**config.mk**
```make
export PLATFORM = sky130hd
export DESIGN_NAME = haz_stall_ctrl_flat
export DESIGN_NICKNAME = d
export VERILOG_FILES = /design/src/rtl/haz_stall_ctrl_if.sv /design/src/rtl/haz_stall_ctrl.sv /design/src/flat_wrapper.sv
export SDC_FILE = /design/constraint.sdc
export NUM_CORES = 1
export LEC_CHECK = 0
export CAP_MARGIN = 20
export CORE_MARGIN = 3
export CORE_UTILIZATION = 29
export CTS_BUF_LIST = sky130_fd_sc_hd__clkbuf_16
export CTS_CLUSTER_DIAMETER = 50
export DETAILED_ROUTE_END_ITERATION = 10
export PLACE_DENSITY = 0.79
export SYNTH_ARGS = -nofsm -noshare
export SYNTH_HDL_FRONTEND = slang
export SYNTH_SLANG_ARGS = --single-unit
```
**constraint.sdc**
```tcl
create_clock -name clk_i -period 1.65 [get_ports clk_i]
set_clock_uncertainty 0.05 [all_clocks]
set_input_delay 0.33 -clock clk_i [delete_from_list [all_inputs] [get_ports clk_i]]
set_output_delay 0.33 -clock clk_i [all_outputs]
set_load 0.005 [all_outputs]
```
**src/rtl/haz_stall_ctrl_if.sv**
```systemverilog
// ============================================================================
// Module      : haz_stall_ctrl_if
// Description : Bundle of ID-stage hazard inputs and pipeline-control outputs
//               exchanged between the pipeline datapath and haz_stall_ctrl.
//               master = pipeline side (drives hazard info, consumes controls)
//               slave  = haz_stall_ctrl side
// Signals     : MemRead_i     ID/EX instruction is a load
//               Prev_RT_i     ID/EX load destination register
//               RSRT_i        IF/ID source registers {RS, RT}
//               UseRT_i       IF/ID instruction reads RT
//               BranchTaken_i branch resolved taken in ID
//               PCWrite_o     PC may update
//               IFIDWrite_o   IF/ID may load
//               IDEXBubble_o  ID/EX loads a nop
//               IFIDFlush_o   IF/ID loads a nop
//               Stall_o       stall active this cycle
//               StallCnt_o    saturating stall-cycle count
// Revision    : 1.0 - initial release
// ============================================================================
`default_nettype none

interface haz_stall_ctrl_if #(
  parameter int REG_AW = 5,
  parameter int CNT_W  = 16
);
  logic                  MemRead_i;
  logic [REG_AW-1:0]     Prev_RT_i;
  logic [2*REG_AW-1:0]   RSRT_i;
  logic                  UseRT_i;
  logic                  BranchTaken_i;
  logic                  PCWrite_o;
  logic                  IFIDWrite_o;
  logic                  IDEXBubble_o;
  logic                  IFIDFlush_o;
  logic                  Stall_o;
  logic [CNT_W-1:0]      StallCnt_o;

  modport master (
    output MemRead_i, Prev_RT_i, RSRT_i, UseRT_i, BranchTaken_i,
    input  PCWrite_o, IFIDWrite_o, IDEXBubble_o, IFIDFlush_o, Stall_o, StallCnt_o
  );

  modport slave (
    input  MemRead_i, Prev_RT_i, RSRT_i, UseRT_i, BranchTaken_i,
    output PCWrite_o, IFIDWrite_o, IDEXBubble_o, IFIDFlush_o, Stall_o, StallCnt_o
  );
endinterface

`default_nettype wire

```
**src/rtl/haz_stall_ctrl.sv**
```systemverilog
// ============================================================================
// Module      : haz_stall_ctrl
// Description : Load-use hazard detector and stall/flush sequencer for a
//               five-stage pipeline. On a load-use hazard PC and IF/ID are
//               frozen and ID/EX is bubbled for LOAD_STALL cycles; a taken
//               ID-stage branch becomes an IF/ID flush when not stalling.
// Parameters  : REG_AW     register address width
//               LOAD_STALL stall cycles per hazard (1..15)
//               CNT_W      stall counter width
// Ports       : clk_i  rising-edge clock
//               rst_i  synchronous active-high reset
//               bus    haz_stall_ctrl_if.slave (hazard inputs, controls out)
// Options     : HAZ_STATS_EN - when defined, builds the saturating stall
//               counter behind StallCnt_o; otherwise StallCnt_o is 0.
// Revision    : 1.0 - initial release
// ============================================================================
`default_nettype none

module haz_stall_ctrl #(
  parameter int REG_AW     = 5,
  parameter int LOAD_STALL = 1,
  parameter int CNT_W      = 16
) (
  input  wire logic         clk_i,
  input  wire logic         rst_i,
  haz_stall_ctrl_if.slave   bus
);

  // --------------------------------------------------------------------------
  // State encoding and constants
  // --------------------------------------------------------------------------
  localparam logic [0:0] ST_IDLE = 1'b0;
  localparam logic [0:0] ST_HOLD = 1'b1;

  // Extra cycles owed after the detection cycle itself.
  localparam logic [3:0] REM_INIT = 4'(LOAD_STALL - 1);
  localparam bit         MULTI    = (LOAD_STALL > 1);

  logic [0:0] state;
  logic [0:0] state_nxt;
  logic [3:0] rem;
  logic [3:0] rem_nxt;

  logic [REG_AW-1:0] rs;
  logic [REG_AW-1:0] rt;
  logic              hz;
  logic              stall;

  // --------------------------------------------------------------------------
  // Hazard detection: register 0 is never a real dependency, and RT only
  // matters when the IF/ID instruction actually reads it.
  // --------------------------------------------------------------------------
  assign rs = bus.RSRT_i[2*REG_AW-1:REG_AW];
  assign rt = bus.RSRT_i[REG_AW-1:0];

  assign hz = bus.MemRead_i
            & (bus.Prev_RT_i != '0)
            & ((bus.Prev_RT_i == rs) | (bus.UseRT_i & (bus.Prev_RT_i == rt)));

  // --------------------------------------------------------------------------
  // State register
  // --------------------------------------------------------------------------
  always_ff @(posedge clk_i) begin
    if (rst_i) begin
      state <= ST_IDLE;
      rem   <= 4'd0;
    end else begin
      state <= state_nxt;
      rem   <= rem_nxt;
    end
  end

  // --------------------------------------------------------------------------
  // Next-state logic. The detection cycle is itself a stall cycle, so HOLD
  // only covers the remaining LOAD_STALL-1 cycles and is skipped entirely
  // for single-cycle stalls.
  // --------------------------------------------------------------------------
  always_comb begin
    state_nxt = state;
    rem_nxt   = rem;
    case (state)
      ST_IDLE: begin
        if (hz && MULTI) begin
          state_nxt = ST_HOLD;
          rem_nxt   = REM_INIT;
        end
      end
      ST_HOLD: begin
        // hz is deliberately ignored here: the load is still in flight.
        rem_nxt = rem - 4'd1;
        if (rem == 4'd1) begin
          state_nxt = ST_IDLE;
        end
      end
      default: begin
        state_nxt = ST_IDLE;
        rem_nxt   = 4'd0;
      end
    endcase
  end

  // --------------------------------------------------------------------------
  // Output logic. Reset masks everything so downstream registers see a
  // clean, free-running pipeline while rst_i is high.
  // --------------------------------------------------------------------------
  always_comb begin
    stall = 1'b0;
    if (!rst_i) begin
      stall = (state == ST_HOLD) | hz;
    end
  end

  assign bus.Stall_o      = stall;
  assign bus.PCWrite_o    = ~stall;
  assign bus.IFIDWrite_o  = ~stall;
  assign bus.IDEXBubble_o = stall;
  // A frozen IF/ID must not be flushed; ID re-resolves the branch later.
  assign bus.IFIDFlush_o  = ~rst_i & bus.BranchTaken_i & ~stall;

  // --------------------------------------------------------------------------
  // Optional stall-cycle statistics
  // --------------------------------------------------------------------------
`ifdef HAZ_STATS_EN
  localparam logic [CNT_W-1:0] CNT_ONE = {{(CNT_W-1){1'b0}}, 1'b1};

  logic [CNT_W-1:0] stall_cnt;

  always_ff @(posedge clk_i) begin
    if (rst_i) begin
      stall_cnt <= '0;
    end else if (stall && !(&stall_cnt)) begin
      stall_cnt <= stall_cnt + CNT_ONE;
    end
  end

  assign bus.StallCnt_o = stall_cnt;
`else
  assign bus.StallCnt_o = {CNT_W{1'b0}};
`endif

endmodule

`default_nettype wire

```
**src/flat_wrapper.sv**
```systemverilog
// flat-port wrapper written by rule: the top's interface ports become plain ports
module haz_stall_ctrl_flat 
#(
  parameter int REG_AW     = 5,
  parameter int LOAD_STALL = 1,
  parameter int CNT_W      = 16
)
  (clk_i, rst_i, bus_MemRead_i, bus_Prev_RT_i, bus_RSRT_i, bus_UseRT_i, bus_BranchTaken_i, bus_PCWrite_o, bus_IFIDWrite_o, bus_IDEXBubble_o, bus_IFIDFlush_o, bus_Stall_o, bus_StallCnt_o);
  haz_stall_ctrl_if #(.REG_AW(REG_AW), .CNT_W(CNT_W)) bus_i ();
  input  wire logic clk_i;
  input  wire logic rst_i;
  input wire logic [$bits(bus_i.MemRead_i)-1:0] bus_MemRead_i;
  input wire logic [$bits(bus_i.Prev_RT_i)-1:0] bus_Prev_RT_i;
  input wire logic [$bits(bus_i.RSRT_i)-1:0] bus_RSRT_i;
  input wire logic [$bits(bus_i.UseRT_i)-1:0] bus_UseRT_i;
  input wire logic [$bits(bus_i.BranchTaken_i)-1:0] bus_BranchTaken_i;
  output wire logic [$bits(bus_i.PCWrite_o)-1:0] bus_PCWrite_o;
  output wire logic [$bits(bus_i.IFIDWrite_o)-1:0] bus_IFIDWrite_o;
  output wire logic [$bits(bus_i.IDEXBubble_o)-1:0] bus_IDEXBubble_o;
  output wire logic [$bits(bus_i.IFIDFlush_o)-1:0] bus_IFIDFlush_o;
  output wire logic [$bits(bus_i.Stall_o)-1:0] bus_Stall_o;
  output wire logic [$bits(bus_i.StallCnt_o)-1:0] bus_StallCnt_o;
  assign bus_i.MemRead_i = bus_MemRead_i;
  assign bus_i.Prev_RT_i = bus_Prev_RT_i;
  assign bus_i.RSRT_i = bus_RSRT_i;
  assign bus_i.UseRT_i = bus_UseRT_i;
  assign bus_i.BranchTaken_i = bus_BranchTaken_i;
  assign bus_PCWrite_o = bus_i.PCWrite_o;
  assign bus_IFIDWrite_o = bus_i.IFIDWrite_o;
  assign bus_IDEXBubble_o = bus_i.IDEXBubble_o;
  assign bus_IFIDFlush_o = bus_i.IFIDFlush_o;
  assign bus_Stall_o = bus_i.Stall_o;
  assign bus_StallCnt_o = bus_i.StallCnt_o;
  haz_stall_ctrl #(.REG_AW(REG_AW), .LOAD_STALL(LOAD_STALL), .CNT_W(CNT_W)) u_core (.clk_i(clk_i), .rst_i(rst_i), .bus(bus_i));
endmodule
```
== Yosys cells after proc, flatten, opt, wreduce, memory -nomap -nowiden ==
Index checks and enable logic that the tools add are counted.
Storage, ports and cells
  register bits after elaboration: 5
  bits of input ports: 20
  output and inout bits: 21
  word-level logic and storage cells: 20
Operators by class
  add/subtract/negate cells: 1
  eq/ne operators: 3
  mux-type cells: 2
  bitwise operators: 10
  reductions and logical operators: 2
Operator list (number)
  5-bit equality test: 2
  1-bit AND: 5
  5-bit nonzero test: 1
  4-bit by 1-bit equality test with 1-bit output (second input constant): 1
  4-bit by 1-bit subtractor with 4-bit output (second input constant): 1
  1-bit inverter: 3
  1-bit 2-to-1 mux: 2
  1-bit OR: 2
  2-bit OR reduction: 1

== Depth between registers and ports, before layout ==
Gate-level depths: netlist of run 1.
  depth in word-level cells: 8
  gate-level depth with buffers: 5
  depth with buffers taken out: 5

== Worst setup path after synthesis of run 1 ==
OpenSTA, ideal clock, no wires.
  path kind: input to output
  from: in bus_Prev_RT_i[3]
  to: out bus_Stall_o
  data arrival time: 1390 ps
  required time: 1270 ps
  setup slack: -120 ps
  cell stages on the path: 5
  path buffers: 1
  cell sequence: xor2_1 nor4_2 a32oi_1 o31ai_1 buf_4
Between the ends
  word-level cells in the longest chain between the ends: 6
  elaborated cells between the ends (all ways): 9
  those cells by class: 2 x eq/ne; 1 x mux; 5 x bitwise; 1 x reduce/logical
RTL lines
  start: declaration: line flat_wrapper.sv:13  | input wire logic [$bits(bus_i.Prev_RT_i)-1:0] bus_Prev_RT_i;
  5-bit equality test: line haz_stall_ctrl.sv:58  | & ((bus.Prev_RT_i == rs) | (bus.UseRT_i & (bus.Prev_RT_i == rt)));
  1-bit AND: line haz_stall_ctrl.sv:58
  1-bit OR: line haz_stall_ctrl.sv:58
  1-bit AND *: line haz_stall_ctrl.sv:58
  1-bit OR *: line haz_stall_ctrl.sv:109  | stall = (state == ST_HOLD) | hz;
  1-bit 2-to-1 mux *: line haz_stall_ctrl.sv:108  | if (!rst_i) begin
  end: declaration: line flat_wrapper.sv:21  | output wire logic [$bits(bus_i.Stall_o)-1:0] bus_Stall_o;
Every way passes the cells marked *; elsewhere a longest branch is shown, timed or not.

== Worst setup path in the final report of run 1 ==
  from: in bus_Prev_RT_i[4]
  to: out bus_IDEXBubble_o
Between the ends
  word-level cells in the longest chain between the ends: 6
  elaborated cells between the ends (all ways): 9
  those cells by class: 2 x eq/ne; 1 x mux; 5 x bitwise; 1 x reduce/logical
RTL lines
  5-bit equality test: line haz_stall_ctrl.sv:58
  1-bit AND: line haz_stall_ctrl.sv:58
  1-bit OR: line haz_stall_ctrl.sv:58
  1-bit AND *: line haz_stall_ctrl.sv:58
  1-bit OR *: line haz_stall_ctrl.sv:109
  1-bit 2-to-1 mux *: line haz_stall_ctrl.sv:108
  end: declaration: line flat_wrapper.sv:19  | output wire logic [$bits(bus_i.IDEXBubble_o)-1:0] bus_IDEXBubble_o;
Marks and branches as above.

==> results.toml, run 1 <==
[run_status]
run_status = "finished with violations"
violations = "setup timing"

[die]
top_level_i_o_count = 41
initial_core_util_pct = 32.3
chip_height_um = 48.2
floorplan_die_area_mm2 = 0.00232
std_cell_rows = 14
chipWidth_um = 48.2
core_region_area_mm2 = 0.00159

[finish]
instances_no_fill = 122
most_frequent_standard_cell_in_the_layout_excluding_fill_and_tap_cells = "sky130_fd_sc_hd__conb_1"
antenna_cells_inserted = 0
final_design_area_no_fill_um2 = 898
syn2layout_area_growth_pct = 74.3
final_cell_mix = "sky130_fd_sc_hd__conb_1 (16), sky130_fd_sc_hd__buf_6 (9), sky130_fd_sc_hd__buf_4 (9)"
drive_gt1_share_pct = 37.8
finalNetCount = 121

[clock_tree]
clkSlewWorstSetupHoldPaths_ps = 30
cts_hold_buffers = 0
cts_inserted_buffers = 3
tritoncts = "built"
clk_root_buffer_cell = "sky130_fd_sc_hd__clkbuf_16"
clock_tree.htree_level_count = 1
clock_path_buffers = 2
numClockSinks = 5
insertion_delay_ps = 220

[yosys]
complex_gate_fraction_of_the_synthesized_area_pct = 10.9
ys.warnings.count = 0
synth_mux_area_share_pct = 0
synth.avg_cell_area_um2 = 8.31
synthSimpleGateAreaFrac_pct = 13.6
synth_xor_xnor_area_share_pct = 22.1
ys_seq_area_share_pct = 19.4
yosys_register_bits = 5
synth_cell_type_count = 22
netlist_area_um2 = 515
synth-edff-count = 0
synth_cells = 62
async_reset_ff_share_pct = 0
combinational_family_with_the_most_area_after_synthesis = "buffers and inverters"
adder_cell_area_share_of_the_yosys_netlist_pct = 4.85
ys_dominant_reg_cell = "sky130_fd_sc_hd__dfxtp_1"

[routing]
wire_per_inst_um = 10.1
routed_wl_um = 1230
route.vias.total = 488
final_antenna_net_count = 0
remaining_drc_errors = 0
drt_pass1_iterations = 4
drt_iter0_markers = 6
avgViaCountPerCell = 4.00

[worst_setup_path]
worstPathMaxFanout = 3
worst_setup_path_start_kind = "input pin"
critical_path_start_end_classification = "in2out"
timing.reg2reg.worst_path_depth = 4
r2r_end = "u_core.rem[3]"
worst_r2r_startpoint = "u_core.state"
crit_path_end_kind = "primary output"
ff2ff_setup_slack_ps = 500
worstPathArrival_ps = 1650
worstPathRequired_ps = 1270

[sta]
finalCritPeriodShare_pct = 123
timing.final.hold_violations = 0
finalWorstSetupSlack_ps = -382
slew_viol_final = 0
fmax_ghz = 0.492
setup-violations-final = 5
rsz0062_at_grt = "yes"
post-route-min-period_ps = 2030

[worst_hold_path]
worstHoldPathCells = 2
hold_path_class = "reg2reg"
min_to = "u_core.rem[1]"
hold_path_startpoint = "u_core.rem[1]"

[placed_design]
io_buffers = 24
finalWeightedCongestion = 0.675
dpl.hpwl_um = 1020
numPlacedInstances = 112
dpl-instance-area_um2 = 757

[power_and_ir_drop]
cellLeakagePower_uw = 0.000424
irDropWorstVdd_mv = 0.786
cellPowerDensity_mw_per_mm2 = 703

[global_route]
wire_length_of_the_first_global_routing_pass_um = 1880
total_grt_usage_pct = 11.5
grt_antenna_before_repair = 0
grt_start_max_net_pins = 6
grt_pass1_vias = 473
grt-ovfl-total = 0

[run]
timing.max_cap.violations = 0
what timing repair did:
item,in CTS,in global routing
pin swaps,14,7
buffers inserted,6,0
setup endpoints to repair,5,5
resized for setup,73,5
state kept, by name, summed over array words and instances, names as in the netlist:
register,flops
u_core.state,1
u_core.rem,4
power by group:
| group | leakage (uW) | switching, uW | internal, uW |
|---|---|---|---|
| sequential | 0.0000402 | 0.000000000000210 | 122 |
| clock | 0.0000423 | 74.7 | 313 |
| combinational | 0.000342 | 52.9 | 68.6 |
| total | 0.000424 | 128 | 504 |
synthesized netlist by cell type (2+ instances only):
cell type | n | area share, %
sky130_fd_sc_hd__buf_4 | 18 | 26
sky130_fd_sc_hd__xor2_1 | 10 | 17
sky130_fd_sc_hd__nor2_1 | 7 | 5.1
sky130_fd_sc_hd__dfxtp_1 | 5 | 19
sky130_fd_sc_hd__xnor2_1 | 3 | 5.1
sky130_fd_sc_hd__ha_1 | 2 | 4.9
sky130_fd_sc_hd__inv_1 | 2 | 1.5
through the flow:
stage          setup TNS, ps  power, uW  worst slack, ps  utilization, %  hold WS [ps]
6_report               -1570        631             -382            56.4           466
5_1_grt                -2010        660             -456            56.4           487
4_1_cts                -1810        634             -421            55.7           464
3_5_place_dp           -4930        233            -1010            47.5           461
3_3_place_gp           -4600        230             -937            47.5           446
2_1_floorplan          -49.4        191            -33.7               -           434
cell families (layout without fill, tap and decap cells):
family / after synthesis / count (layout)
other: 1 / 16
buffers and inverters: 21 / 42
flip-flops: 5 / 5
AO/OA/AOI/OAI: 7 / 7
AND/OR/NAND/NOR: 13 / 13
adder cells (fa/ha/maj): 2 / 2
XOR/XNOR: 13 / 13
metal layers:
layer  vias to the layer above  share of wire, %  GRT usage [%]  routed length, um
met2                        32                54           21.4                666
met4                         0                 0           3.23                  0
met3                         0                11           4.06                139
met1                       217                34           12.1                424
met5                         -                 0              0                  0
li1                        239                 -              -                  -
worst max-delay path by stage:
stage / start / end / slack [ps] / depth (start not counted)
6_report: bus_Prev_RT_i[4] / bus_IDEXBubble_o / -380 / 8
5_1_grt: bus_RSRT_i[3] / bus_IFIDWrite_o / -460 / 7
3_5_place_dp: bus_Prev_RT_i[3] / bus_IDEXBubble_o / -1010 / 6
3_3_place_gp: bus_Prev_RT_i[0] / bus_IFIDWrite_o / -940 / 5
4_1_cts: bus_RSRT_i[1] / bus_PCWrite_o / -420 / 7
2_1_floorplan: bus_Prev_RT_i[3] / bus_PCWrite_o / -30 / 5
cell type report:
class / instances / area [um2]
clock buffer: 3 / 75.1
clock inverter: 1 / 3.75
fill: 142 / 696
inverter: 2 / 7.51
multi-input combinational: 51 / 380
sequential: 5 / 100
tap: 24 / 30.0
timing repair buffer: 36 / 302
critical path: stages:
cell and delay, ps:
sky130_fd_sc_hd__buf_6 100, sky130_fd_sc_hd__or4_4 540, sky130_fd_sc_hd__o21ai_4 160, sky130_fd_sc_hd__buf_6 120
sky130_fd_sc_hd__o31ai_4 60, sky130_fd_sc_hd__buf_4 140, sky130_fd_sc_hd__buf_6 100, sky130_fd_sc_hd__buf_6 100
(Power assumes the default switching activity.)
==> run 2: changes to the inputs <==
CELL_PAD_IN_SITES_DETAIL_PLACEMENT = 0   (was unset)
CELL_PAD_IN_SITES_GLOBAL_PLACEMENT = 1   (was unset)
CORE_ASPECT_RATIO = 0.6   (was unset)
CORE_UTILIZATION = 19   (was 29)
PLACE_DENSITY = 0.78   (was 0.79)
==> run 2 against run 1 <==
The flow still finishes with violations (setup timing). Sequential power is essentially flat. Combinational power is 3% lower. Core utilization shrank 20 points. Fmax is 5.1% higher. Cell area fell by 3.3%. Via count fell by 6.8%. Register-to-register slack worse by 60 ps. Worst hold slack got worse by 8.3 ps. Clock power about the same. Die area up 46%. Critical endpoint unchanged.
==> results.toml, run 2 (synthesis results as in run 1) <==
[run_status]
run_status = "finished with violations"
violations = "setup timing"

[finish]
largest_reg_flops = 4
reg_top3 = "u_core.rem x4, u_core.state x1"
drive_gt1_share_pct = 36.8
most_frequent_standard_cell_in_the_layout_excluding_fill_and_tap_cells = "sky130_fd_sc_hd__conb_1"
final_core_density_pct = 36.8
final_cell_mix = "sky130_fd_sc_hd__conb_1 (16), sky130_fd_sc_hd__buf_2 (9), sky130_fd_sc_hd__buf_4 (9)"
antenna_cells_inserted = 0
largest_register = "u_core.rem"
syn2layout_area_growth_pct = 68.4
finalNetCount = 118

[sta]
rsz0062_at_grt = "yes"
finalCritPeriodShare_pct = 117
setup-violations-final = 5
post-route-min-period_ps = 1930
tns_ps = -1200
timing.final.hold_violations = 0
finalWorstSetupSlack_ps = -282
fmax_ghz = 0.518
slew_viol_final = 0

[power_and_ir_drop]
comb_pwr_share_pct = 18.7
cellLeakagePower_uw = 0.000405
irDropWorstVdd_mv = 0.392
p_seq_share_pct = 19.3
switching_power_uw = 131
sw_frac_of_total_pct = 20.8
cellPowerDensity_mw_per_mm2 = 726
power.internal_uw = 499
clockPowerShare_pct = 62.0

[die]
initial_core_util_pct = 21.9
std_cell_rows = 13
top_level_i_o_count = 41
floorplan_die_area_mm2 = 0.00339
chip_height_um = 46.3
core_region_area_mm2 = 0.00236
chipWidth_um = 73.2

[worst_setup_path]
critical_path_start_end_classification = "in2out"
r2r_end = "u_core.rem[3]"
worst_setup_path_endpoint = "bus_IDEXBubble_o"
worstPathRequired_ps = 1270
crit_path_end_kind = "primary output"
worst_setup_path_start_kind = "input pin"
worst_r2r_startpoint = "u_core.state"
timing.critical_path.from = "bus_RSRT_i[1]"
worstPathArrival_ps = 1550
worstPathMaxFanout = 3
ff2ff_setup_slack_ps = 440
timing.reg2reg.worst_path_depth = 4

[routing]
final_antenna_net_count = 0
routed_wl_um = 1380
route.vias.total = 455
wire_per_inst_um = 11.0
remaining_drc_errors = 0
drt_pass1_iterations = 4
avgViaCountPerCell = 3.64
drt_iter0_markers = 10

[clock_tree]
insertion_delay_ps = 230
clock_tree.htree_level_count = 1
cts_inserted_buffers = 3
clock_path_buffers = 2
clk_root_buffer_cell = "sky130_fd_sc_hd__clkbuf_16"
clkSlewWorstSetupHoldPaths_ps = 30
tritoncts = "built"
numClockSinks = 5
cts_hold_buffers = 0

[global_route]
grt_antenna_before_repair = 0
grt-ovfl-total = 0
grt_start_max_net_pins = 6
grt_pass1_vias = 402
wire_length_of_the_first_global_routing_pass_um = 1920
total_grt_usage_pct = 7.51

[worst_hold_path]
hold_path_class = "reg2reg"

[placed_design]
io_buffers = 24
dpl.hpwl_um = 1150
finalWeightedCongestion = 0.707

[run]
timing.max_cap.violations = 0
[run 2: power groups by stage]
stage | clock network [uW] | logic [uW] | registers (uW)
5_1_grt | 406 | 127 | 122
3_3_place_gp | 0 | 113 | 123
2_1_floorplan | 0 | 67.4 | 123
3_5_place_dp | 0 | 112 | 123
4_1_cts | 395 | 116 | 122
6_report | 391 | 118 | 122
[run 2: worst min path at each step]
stage	start	to	slack, ps	cells past startpoint
final	u_core.rem[1]	u_core.rem[1]	460	2
after global routing	u_core.rem[3]	u_core.rem[3]	480	2
after CTS	u_core.rem[1]	u_core.rem[1]	460	2
after detailed placement	u_core.rem[1]	u_core.rem[1]	450	2
after global placement	u_core.rem[3]	u_core.rem[3]	450	2
after floorplan	u_core.rem[1]	u_core.rem[1]	430	2
[run 2: routing by layer]
layer  part of all wire [%]  wire [um]  GRT usage (%)
met1                     46        634           10.4
met2                     51        698           10.8
met3                    3.3         46           1.96
met4                      0          0           3.31
met5                      0          0              0
[run 2: what timing repair did]
action | 4_1_cts | 5_1_grt
pin swaps | 12 | 5
resized for setup | 73 | 2
endpoints found under the hold margin | 0 | 0
buffers inserted | 1 | 1
setup endpoints to repair | 5 | 5
[run 2: area by class of cell]
class	count	area, um2
clock buffers	3	75.1
clock inverters	1	3.75
fillers	231	1490
inverters	2	7.51
multi-input cells	51	385
flip-flops and latches	5	100
well taps	30	37.5
repair buffers	33	259
[run 2: metrics by stage]
stage               std cells  cell area (um2)  hold slack [ps]  worst slack [ps]  power [uW]
floorplan                  77              581              434             -33.7         191
global placement          119              772              449             -1010         236
detailed placement        119              772              448              -980         235
CTS                       124              865              459              -314         632
global route              125              868              482              -349         655
finish                    125              868              458              -282         630
[run 2: worst max-delay path: stages]
cell	delay [ps]
sky130_fd_sc_hd__buf_6	90
sky130_fd_sc_hd__xor2_2	170
sky130_fd_sc_hd__nor4_2	290
sky130_fd_sc_hd__a32oi_2	160
sky130_fd_sc_hd__buf_4	170
sky130_fd_sc_hd__o31ai_4	180
sky130_fd_sc_hd__buf_2	150
==> run 3: changes to the inputs <==
CORE_UTILIZATION = 23   (was 19)
PLACE_DENSITY = 0.88   (was 0.78)
SETUP_SLACK_MARGIN = 0.4   (was unset)
clock period = 2.41 ns   (was 1.65 ns; I/O delays follow)
==> run 3 against run 2 <==
The run now ends clean. Total power down 31%. Via count up 2.2%. Die area fell by 16%. Core utilization grew 7.1 points. Sequential power is 32% lower. Cell area up 0.29%. Register-to-register slack improved by 760 ps. Clock power fell by 31%. Count of clock-buffer cells in the layout stayed put. First-iteration DRC count up 130%. Combinational power is 29% lower. Non-clock buffer count is the same.
==> results.toml, run 3 (synthesis results as in run 1) <==
[die]
floorplan_die_area_mm2 = 0.00286
top_level_i_o_count = 41
core_region_area_mm2 = 0.00198
chipWidth_um = 67.1
initial_core_util_pct = 26.0
chip_height_um = 42.7
std_cell_rows = 12

[power_and_ir_drop]
cellLeakagePower_uw = 0.000419
power_uw = 435
cellPowerDensity_mw_per_mm2 = 500
irDropWorstVdd_mv = 0.183

[clock_tree]
clkSlewWorstSetupHoldPaths_ps = 30
insertion_delay_ps = 230
clock_tree.htree_level_count = 1
clock_path_buffers = 2
cts_inserted_buffers = 3
clk_root_buffer_cell = "sky130_fd_sc_hd__clkbuf_16"
tritoncts = "built"
numClockSinks = 5
cts_hold_buffers = 0

[global_route]
grt_use_met2_pct = 20.1
gr-max-usage-layer = "met2"
grt_pass1_vias = 458
grt-ovfl-total = 0
grt_use_met3_pct = 3.97
grt_start_max_net_pins = 8
grt_antenna_before_repair = 0
grt_use_met1_pct = 13.4
total_grt_usage_pct = 11.9
wire_length_of_the_first_global_routing_pass_um = 2420

[placed_design]
dpl.hpwl_um = 1250
io_buffers = 24
numPlacedInstances = 117
preCtsSetupSlack_ps = -657
finalWeightedCongestion = 0.792

[worst_setup_path]
worstPathArrival_ps = 1760
crit_path_end_kind = "primary output"
ff2ff_setup_slack_ps = 1200
worstPathMaxFanout = 3
worst_setup_path_start_kind = "input pin"
critical_path_start_end_classification = "in2out"
worstPathRequired_ps = 1880

[finish]
fillerInstances = 199
largest_register = "u_core.rem"
final_cell_mix = "sky130_fd_sc_hd__conb_1 (16), sky130_fd_sc_hd__buf_4 (9), sky130_fd_sc_hd__buf_2 (8)"
finalNetCount = 118
largest_reg_flops = 4
most_frequent_standard_cell_in_the_layout_excluding_fill_and_tap_cells = "sky130_fd_sc_hd__conb_1"
antenna_cells_inserted = 0
reg_top3 = "u_core.rem x4, u_core.state x1"
instances_no_fill = 123
drive_gt1_share_pct = 37.9
syn2layout_area_growth_pct = 68.9

[sta]
finalCritPeriodShare_pct = 95.2
rsz0062_at_grt = "yes"
finalWorstSetupSlack_ps = 117
final.hold.worst_slack_ps = 467
post-route-min-period_ps = 2290
fmax_ghz = 0.436
slew_viol_final = 0
timing.final.hold_violations = 0
setup-violations-final = 0

[run_status]
run_status = "finished clean"

[routing]
drt_iter0_markers = 23
remaining_drc_errors = 0
drt_pass1_iterations = 3
final_antenna_net_count = 0
route.vias.total = 465
wire_per_inst_um = 12.8
avgViaCountPerCell = 3.78
routed_wl_um = 1570

[worst_hold_path]
hold_path_class = "reg2reg"

[run]
timing.max_cap.violations = 0
run 3: changes by cell type in the layout (fill, tap and decap cells not counted):
cell / delta
sky130_fd_sc_hd__xor2_2: +1
sky130_fd_sc_hd__buf_8: -1
sky130_fd_sc_hd__clkbuf_2: +2
sky130_fd_sc_hd__dlymetal6s2s_1: +2
sky130_fd_sc_hd__xor2_1: -1
sky130_fd_sc_hd__dlygate4sd2_1: -2
sky130_fd_sc_hd__buf_2: -1
run 3: layout make-up:
class	count	area [um2]	share of cell area, %
Clock buffer	3	75.1	8.62
Clock inverter	1	3.75	0.431
Inverter	2	7.51	0.862
Multi-Input combinational cell	51	393	45.1
Sequential cell	5	100	11.5
Tap cell	28	35.0	4.02
Timing Repair Buffer	33	256	29.5
run 3: through the flow:
stage	instance area [um2]	util, %	TNS (ps)
floorplan	577	-	0
global placement	766	38.6	-2700
detailed placement	766	38.6	-2920
CTS	872	44.0	0
global route	871	43.9	0
finish	871	43.9	0
run 3: layer usage:
layer | wire, um | vias to the layer above
li1 | - | 232
met1 | 616 | 222
met2 | 888 | 11
met3 | 64 | 0
met4 | 0 | 0
met5 | 0 | -
run 3: power breakdown:
| part | leakage, uW | switching [uW] | total [uW] | internal, uW |
|---|---|---|---|---|
| Clock | 0.0000423 | 53.8 | 269 | 215 |
| Sequential | 0.0000402 | 0.000000000000147 | 83.3 | 83.3 |
| Combinational | 0.000336 | 39.1 | 83.4 | 44.3 |
run 3: what timing repair did:
| action | CTS | global route |
|---|---|---|
| buffers inserted | 2 | 0 |
| pin swaps | 17 | 10 |
| setup endpoints to repair | 5 | 5 |
| resized for setup | 65 | 7 |
run 3: path summary, 6_finish.rpt:
path                                     from               end  cells after the start
worst min-delay path            u_core.rem[3]     u_core.rem[3]                      2
worst max register to register   u_core.state     u_core.rem[3]                      3
worst min register to register  u_core.rem[3]     u_core.rem[3]                      2
worst max-delay path            bus_RSRT_i[1]  bus_IDEXBubble_o                      7
run 3: worst max-delay path, stage by stage:
cell and delay [ps]:
sky130_fd_sc_hd__buf_6 100, sky130_fd_sc_hd__xor2_2 170, sky130_fd_sc_hd__nor4_2 330, sky130_fd_sc_hd__a32oi_2 180, sky130_fd_sc_hd__buf_4 170, sky130_fd_sc_hd__o31ai_4 180, sky130_fd_sc_hd__buf_2 160
